$ cat src/rtl/mux_scan_pkg.sv
// mux_scan_pkg: shared constants for the mux_scan block.
//   MODE_MANUAL / MODE_SCAN : encoding of the mode input
//   DW_DEF / NCH_DEF / DWELL_DEF : default parameter values
//   idx_w() : width of an index/counter covering n values (min 1 bit)
package mux_scan_pkg;

    localparam int unsigned DW_DEF    = 2;
    localparam int unsigned NCH_DEF   = 4;
    localparam int unsigned DWELL_DEF = 8;

    localparam logic MODE_MANUAL = 1'b0;
    localparam logic MODE_SCAN   = 1'b1;

    // Bits needed to index n items; never returns 0 so n=1 still gets a wire.
    function automatic int unsigned idx_w(input int unsigned n);
        return (n > 1) ? $clog2(n) : 1;
    endfunction

endpackage

$ cat src/rtl/mux_scan_if.sv
// mux_scan_if: channel-select bus between a driver (master) and mux_scan (slave).
//   mode : 0 manual select, 1 auto-scan
//   sel  : channel index (manual select / scan start point)
//   din  : NCH packed channels of DW bits, channel k at [k*DW +: DW]
//   hold : freeze all state
//   f, f_ch, f_vld, wrap : registered selected data, its channel, valid, scan wrap pulse
interface mux_scan_if
    import mux_scan_pkg::*;
#(
    parameter int unsigned DW  = DW_DEF,
    parameter int unsigned NCH = NCH_DEF
);
    localparam int unsigned SW = idx_w(NCH);

    logic              mode;
    logic [SW-1:0]     sel;
    logic [NCH*DW-1:0] din;
    logic              hold;
    logic [DW-1:0]     f;
    logic [SW-1:0]     f_ch;
    logic              f_vld;
    logic              wrap;

    modport master (output mode, sel, din, hold, input f, f_ch, f_vld, wrap);
    modport slave  (input mode, sel, din, hold, output f, f_ch, f_vld, wrap);

endinterface

$ cat src/rtl/mux_scan_seq.sv
// mux_scan_seq: scan pointer and dwell counter with wrap pulse generation.
//   clk, rst (async, active-low)
//   en       : advance the dwell/pointer by one cycle
//   load     : restart scan at load_val with a cleared dwell counter
//   load_val : start channel (already range-checked by the caller)
//   p_nxt_c  : pointer value after this edge (combinational); the channel shown next
//   wrap     : registered, high for the cycle after the pointer wraps NCH-1 -> 0
module mux_scan_seq
    import mux_scan_pkg::*;
#(
    parameter int unsigned NCH   = NCH_DEF,
    parameter int unsigned DWELL = DWELL_DEF,
    localparam int unsigned SW   = idx_w(NCH)
) (
    input  logic          clk,
    input  logic          rst,
    input  logic          en,
    input  logic          load,
    input  logic [SW-1:0] load_val,
    output logic [SW-1:0] p_nxt_c,
    output logic          wrap
);
    localparam int unsigned CW = idx_w(DWELL);

    logic [SW-1:0] p;
    logic [CW-1:0] cnt;
    logic [CW-1:0] cnt_nxt_c;
    logic          wrap_nxt_c;

    // Next pointer/counter; a load restarts the dwell on the start channel.
    always_comb begin
        p_nxt_c    = p;
        cnt_nxt_c  = cnt;
        wrap_nxt_c = 1'b0;
        if (load) begin
            p_nxt_c   = load_val;
            cnt_nxt_c = '0;
        end else if (en) begin
            if (cnt == CW'(DWELL - 1)) begin
                cnt_nxt_c = '0;
                if (p == SW'(NCH - 1)) begin
                    p_nxt_c    = '0;
                    wrap_nxt_c = 1'b1;
                end else begin
                    p_nxt_c = p + 1'b1;
                end
            end else begin
                cnt_nxt_c = cnt + 1'b1;
            end
        end
    end

    // State registers; wrap drops to 0 on any cycle without a wrapping step.
    always_ff @(posedge clk or negedge rst) begin
        if (!rst) begin
            p    <= '0;
            cnt  <= '0;
            wrap <= 1'b0;
        end else begin
            p    <= p_nxt_c;
            cnt  <= cnt_nxt_c;
            wrap <= wrap_nxt_c;
        end
    end

endmodule

$ cat src/rtl/mux_scan.sv
// mux_scan: registered N-channel data selector with optional auto-scan.
//   clk, rst (async, active-low)
//   bus (mux_scan_if.slave): mode, sel, din, hold in; f, f_ch, f_vld, wrap out
// Build option: define MUX_SCAN_AUTOSCAN_EN to include the auto-scan mode.
// Without it mode is ignored, the scan sequencer is not built and wrap is 0.
module mux_scan
    import mux_scan_pkg::*;
#(
    parameter int unsigned DW    = DW_DEF,
    parameter int unsigned NCH   = NCH_DEF,
    parameter int unsigned DWELL = DWELL_DEF
) (
    input  logic     clk,
    input  logic     rst,
    mux_scan_if.slave bus
);
    localparam int unsigned SW    = idx_w(NCH);
    localparam logic [SW:0] NCH_V = (SW + 1)'(NCH);

    logic [DW-1:0] f_q;
    logic [SW-1:0] f_ch_q;
    logic          f_vld_q;

    logic          sel_ok_c;
    logic [DW-1:0] sel_data_c;
    logic          scan_c;
    logic [SW-1:0] scan_ch_c;
    logic [DW-1:0] scan_data_c;

    // Channel k of a packed din word.
    function automatic logic [DW-1:0] chan_at(input logic [NCH*DW-1:0] d, input logic [SW-1:0] idx);
        chan_at = '0;
        for (int k = 0; k < int'(NCH); k++) begin
            if (idx == SW'(k)) chan_at = d[k*DW +: DW];
        end
    endfunction

    // sel can exceed NCH-1 when NCH is not a power of two.
    assign sel_ok_c   = ({1'b0, bus.sel} < NCH_V);
    assign sel_data_c = chan_at(bus.din, bus.sel);

`ifdef MUX_SCAN_AUTOSCAN_EN
    logic          mode_q;
    logic          load_c;
    logic          step_c;
    logic [SW-1:0] start_c;
    logic          wrap_q;

    // A sampled 0->1 mode edge restarts the scan; later scan cycles step it.
    assign scan_c  = (bus.mode == MODE_SCAN);
    assign load_c  = !bus.hold && scan_c && (mode_q == MODE_MANUAL);
    assign step_c  = !bus.hold && scan_c && (mode_q == MODE_SCAN);
    assign start_c = sel_ok_c ? bus.sel : '0;

    mux_scan_seq #(
        .NCH   (NCH),
        .DWELL (DWELL)
    ) u_seq (
        .clk      (clk),
        .rst      (rst),
        .en       (step_c),
        .load     (load_c),
        .load_val (start_c),
        .p_nxt_c  (scan_ch_c),
        .wrap     (wrap_q)
    );

    assign scan_data_c = chan_at(bus.din, scan_ch_c);

    // Mode as last seen on an unheld edge, for transition detection.
    always_ff @(posedge clk or negedge rst) begin
        if (!rst)           mode_q <= MODE_MANUAL;
        else if (!bus.hold) mode_q <= bus.mode;
    end

    assign bus.wrap = wrap_q;
`else
    logic unused_mode;

    assign unused_mode = bus.mode;
    assign scan_c      = 1'b0;
    assign scan_ch_c   = '0;
    assign scan_data_c = '0;
    assign bus.wrap    = 1'b0;
`endif

    // Output capture; an out-of-range manual sel keeps f/f_ch and clears f_vld.
    always_ff @(posedge clk or negedge rst) begin
        if (!rst) begin
            f_q     <= '0;
            f_ch_q  <= '0;
            f_vld_q <= 1'b0;
        end else if (!bus.hold) begin
            if (scan_c) begin
                f_q     <= scan_data_c;
                f_ch_q  <= scan_ch_c;
                f_vld_q <= 1'b1;
            end else if (sel_ok_c) begin
                f_q     <= sel_data_c;
                f_ch_q  <= bus.sel;
                f_vld_q <= 1'b1;
            end else begin
                f_vld_q <= 1'b0;
            end
        end
    end

    assign bus.f     = f_q;
    assign bus.f_ch  = f_ch_q;
    assign bus.f_vld = f_vld_q;

endmodule

$ cat src/flat_wrapper.sv
// flat-port wrapper written by rule: the top's interface ports become plain ports
module mux_scan_flat import mux_scan_pkg::*;
#(
    parameter int unsigned DW    = DW_DEF,
    parameter int unsigned NCH   = NCH_DEF,
    parameter int unsigned DWELL = DWELL_DEF
)
  (clk, rst, bus_mode, bus_sel, bus_din, bus_hold, bus_f, bus_f_ch, bus_f_vld, bus_wrap);
  mux_scan_if #(.DW(DW), .NCH(NCH)) bus_i ();
  input  logic clk;
  input  logic rst;
  input wire logic [$bits(bus_i.mode)-1:0] bus_mode;
  input wire logic [$bits(bus_i.sel)-1:0] bus_sel;
  input wire logic [$bits(bus_i.din)-1:0] bus_din;
  input wire logic [$bits(bus_i.hold)-1:0] bus_hold;
  output wire logic [$bits(bus_i.f)-1:0] bus_f;
  output wire logic [$bits(bus_i.f_ch)-1:0] bus_f_ch;
  output wire logic [$bits(bus_i.f_vld)-1:0] bus_f_vld;
  output wire logic [$bits(bus_i.wrap)-1:0] bus_wrap;
  assign bus_i.mode = bus_mode;
  assign bus_i.sel = bus_sel;
  assign bus_i.din = bus_din;
  assign bus_i.hold = bus_hold;
  assign bus_f = bus_i.f;
  assign bus_f_ch = bus_i.f_ch;
  assign bus_f_vld = bus_i.f_vld;
  assign bus_wrap = bus_i.wrap;
  mux_scan #(.DW(DW), .NCH(NCH), .DWELL(DWELL)) u_core (.clk(clk), .rst(rst), .bus(bus_i));
endmodule
$ cat config.mk
export PLATFORM = sky130hd
export DESIGN_NAME = mux_scan_flat
export DESIGN_NICKNAME = d
export VERILOG_FILES = /design/src/rtl/mux_scan_pkg.sv /design/src/rtl/mux_scan_if.sv /design/src/rtl/mux_scan_seq.sv /design/src/rtl/mux_scan.sv /design/src/flat_wrapper.sv
export SDC_FILE = /design/constraint.sdc
export NUM_CORES = 1
export LEC_CHECK = 0
export CORE_AREA = 3 3 40 42
export CTS_CLUSTER_DIAMETER = 50
export DETAILED_ROUTE_END_ITERATION = 10
export DIE_AREA = 0 0 43 45
export MAX_ROUTING_LAYER = met4
export PLACE_DENSITY_LB_ADDON = 0.08
export SLEW_MARGIN = 10
export SYNTH_ARGS = -nofsm -noshare
export SYNTH_HDL_FRONTEND = slang
export SYNTH_HIERARCHICAL = 1
export SYNTH_SLANG_ARGS = --single-unit
$ cat constraint.sdc
create_clock -name clk -period 1 [get_ports clk]
set_input_delay 0.2 -clock clk [delete_from_list [all_inputs] [get_ports clk]]
set_output_delay 0.2 -clock clk [all_outputs]
set_load 0.02 [all_outputs]
==> flow_summary.ini <==
[detailed_routing]
routedWlPerCell_um = 10.55
drc = 0
vias = 258
via_per_inst = 4.161
wl_um = 654
drt_first_pass_iters = 2
final_antenna_net_count = 0
drt_iter0_drc = 2

[logic_synthesis]
yosysUniqueCellTypes = 13
yosys-top-cells-area = dfrtp_1 (50%), mux2i_1 (7.9%), a221oi_1 (6.9%)
yosysTopAreaCellShare_pct = 49.50
syn_avg_cell_area_um2 = 10.53
synth_top_cell_by_area = dfrtp_1
synth_nets = 38
ys_seq_area_share_pct = 49.50
syn_area_um2 = 252.7
ys_seq_elements = 5
synth_warnings = 6
synthCells = 24

[critical_path]
cp.arrival_ns = 0.77
worst_path_largest_cell_delay_ns = 0.37
required_ns = 0.80
cpLargestDelayFamily = flip-flops
critPathKind = flip-flop to primary output
r2r_slack_ns = 0.18
critPathMaxFanout = 2
slowest_stage = dfrtp_1
crit_chain = buf_2
end_kind = primary output
critPathLaunchType = flip-flop
path_buf_inv = 1

[clocking]
cts_hold_repair.buffers = 0
cts.clk_slew.worst_paths_ns = 0.04
clock_latency_ns = 0.24
cts_tree = built
htreeDepth = 1
cts_inserted_buffers = 3
clock_path_buffers = 2
cts_sinks = 5
clockRootBuffer = clkbuf_4

[grt]
overflow = 0
grt_usage_pct = 7.818
grt_pass1_wl_um = 1021
grt_max_degree = 8
grt_pass1_vias = 267
antenna_found_initial = 0

[sta]
finalCriticalPeriod_ns = 0.9696
timing.hold.ws_ns = 0.1809
period_share_pct = 96.96
setup_viol_count_final = 0
final.setup.tns_ns = 0
fin_worst_skew_ns = 0
timing.fmax_ghz = 1.031
finalHoldViolations = 0
drv_slew = 0

[outcome]
status = completed

[placed_design]
place_hpwl_um = 516
portBuffers = 17
gp_congestion = 0.6895
placed_area_um2 = 441.7

[die]
ios = 20
coreArea_um2 = 1285
std_cell_rows = 13
start_util_pct = 19.67
die_w_um = 43
dieArea_um2 = 1935
die_y_um = 45

[cells_and_area]
nets = 62
final_common_cell = clkdlybuf4s50_1
utilization_pct = 37.88
fillerInstances = 137
areaGrowthSynthToFinish_pct = 92.57
drive_above_1_share_pct = 34.04
final_cell_mix = clkdlybuf4s50_1 (9), buf_4 (6), dfrtp_1 (5)
fin_area_um2 = 486.7
num_antenna_cells = 0

[worst_hold_path]
hp-class = input port to async pin

[flow_run]
cap_viol_max_count = 0

[pwr]
power.total_uw = 642.1
p_leak_nw = 0.2306
powerDensity_nw_per_um2 = 1319
vdd_drop_max_uv = 266.8
## final timing paths
| check | startpoint | endpoint | cells past startpoint |
|---|---|---|---|
| max | u_core/bus.f[0]$_DFFE_PN0N_ | bus_f[0] | 1 |
| min | rst | u_core/bus.f_ch[1]$_DFFE_PN0N_ | 1 |
| max reg2reg | u_core/bus.f[1]$_DFFE_PN0N_ | u_core/bus.f[1]$_DFFE_PN0N_ | 3 |
| min reg2reg | u_core/bus.f_vld$_DFFE_PN0N_ | u_core/bus.f_vld$_DFFE_PN0N_ | 1 |
| max in group asynchronous | rst | u_core/bus.f[1]$_DFFE_PN0N_ | 1 |
| min in group clk | bus_sel[0] | u_core/bus.f_ch[0]$_DFFE_PN0N_ | 3 |
## routing by layer
metal	GRT usage, %	vias to the layer above	wire, um
met5	-	-	0
met3	0.7968	2	68
li1	-	125	-
met4	10.84	0	24
met1	8.717	115	263
met2	10.48	16	298
## kinds of logic (layout without fill, tap and decap cells)
kind of cell	Yosys count	count (layout)	synth area share, %
AND/OR/NAND/NOR	7	7	14.85
flip-flops	5	5	49.50
AO/OA/AOI/OAI	4	4	12.87
buffers and inverters	4	27	8.910
multiplexers	3	3	12.38
other	1	1	1.484
## flip-flops by register name, summed over array words and instances, names as in the netlist
| signal | cells |
|---|---|
| u_core/bus.f | 2 |
| u_core/bus.f_ch | 2 |
| u_core/bus.f_vld | 1 |
## stage by stage
step,instances,worst slack (ns)
after global placement,56,-0.3718
after floorplan,24,0.1575
after global routing,62,-0.001628
final,62,0.03041
after detailed placement,56,-0.3439
after CTS,60,0.009247
## cell type report
class                      count  area, um^2  area share (%)
multi-input combinational     15       122.6           25.19
clock buffer                   4       26.28           5.398
inverter                       2       7.507           1.542
tap                           15       18.77           3.856
sequential                     5       125.1           25.71
timing repair buffer          21       186.4           38.30
## cell usage after synthesis
master / count
a211oi_1: 2
a221oi_1: 2
buf_4: 2
conb_1: 1
dfrtp_1: 5
inv_1: 2
mux2_2: 1
mux2i_1: 2
nand2_1: 2
nand2b_1: 1
nor2_1: 1
nor2b_1: 2
or2b_1: 1
## power by group
| part | switching, mW | internal (mW) |
|---|---|---|
| sequential | 0.00915 | 0.221 |
| combinational | 0.0720 | 0.100 |
| clock | 0.0883 | 0.151 |
| total | 0.169 | 0.473 |
## what timing repair did
item	4_1_cts	5_1_grt
endpoints found under the setup margin	8	5
setup buffers	0	2
resized for setup	25	5
pin swaps	0	0
No activity file was read; power rests on OpenSTA's default activity.
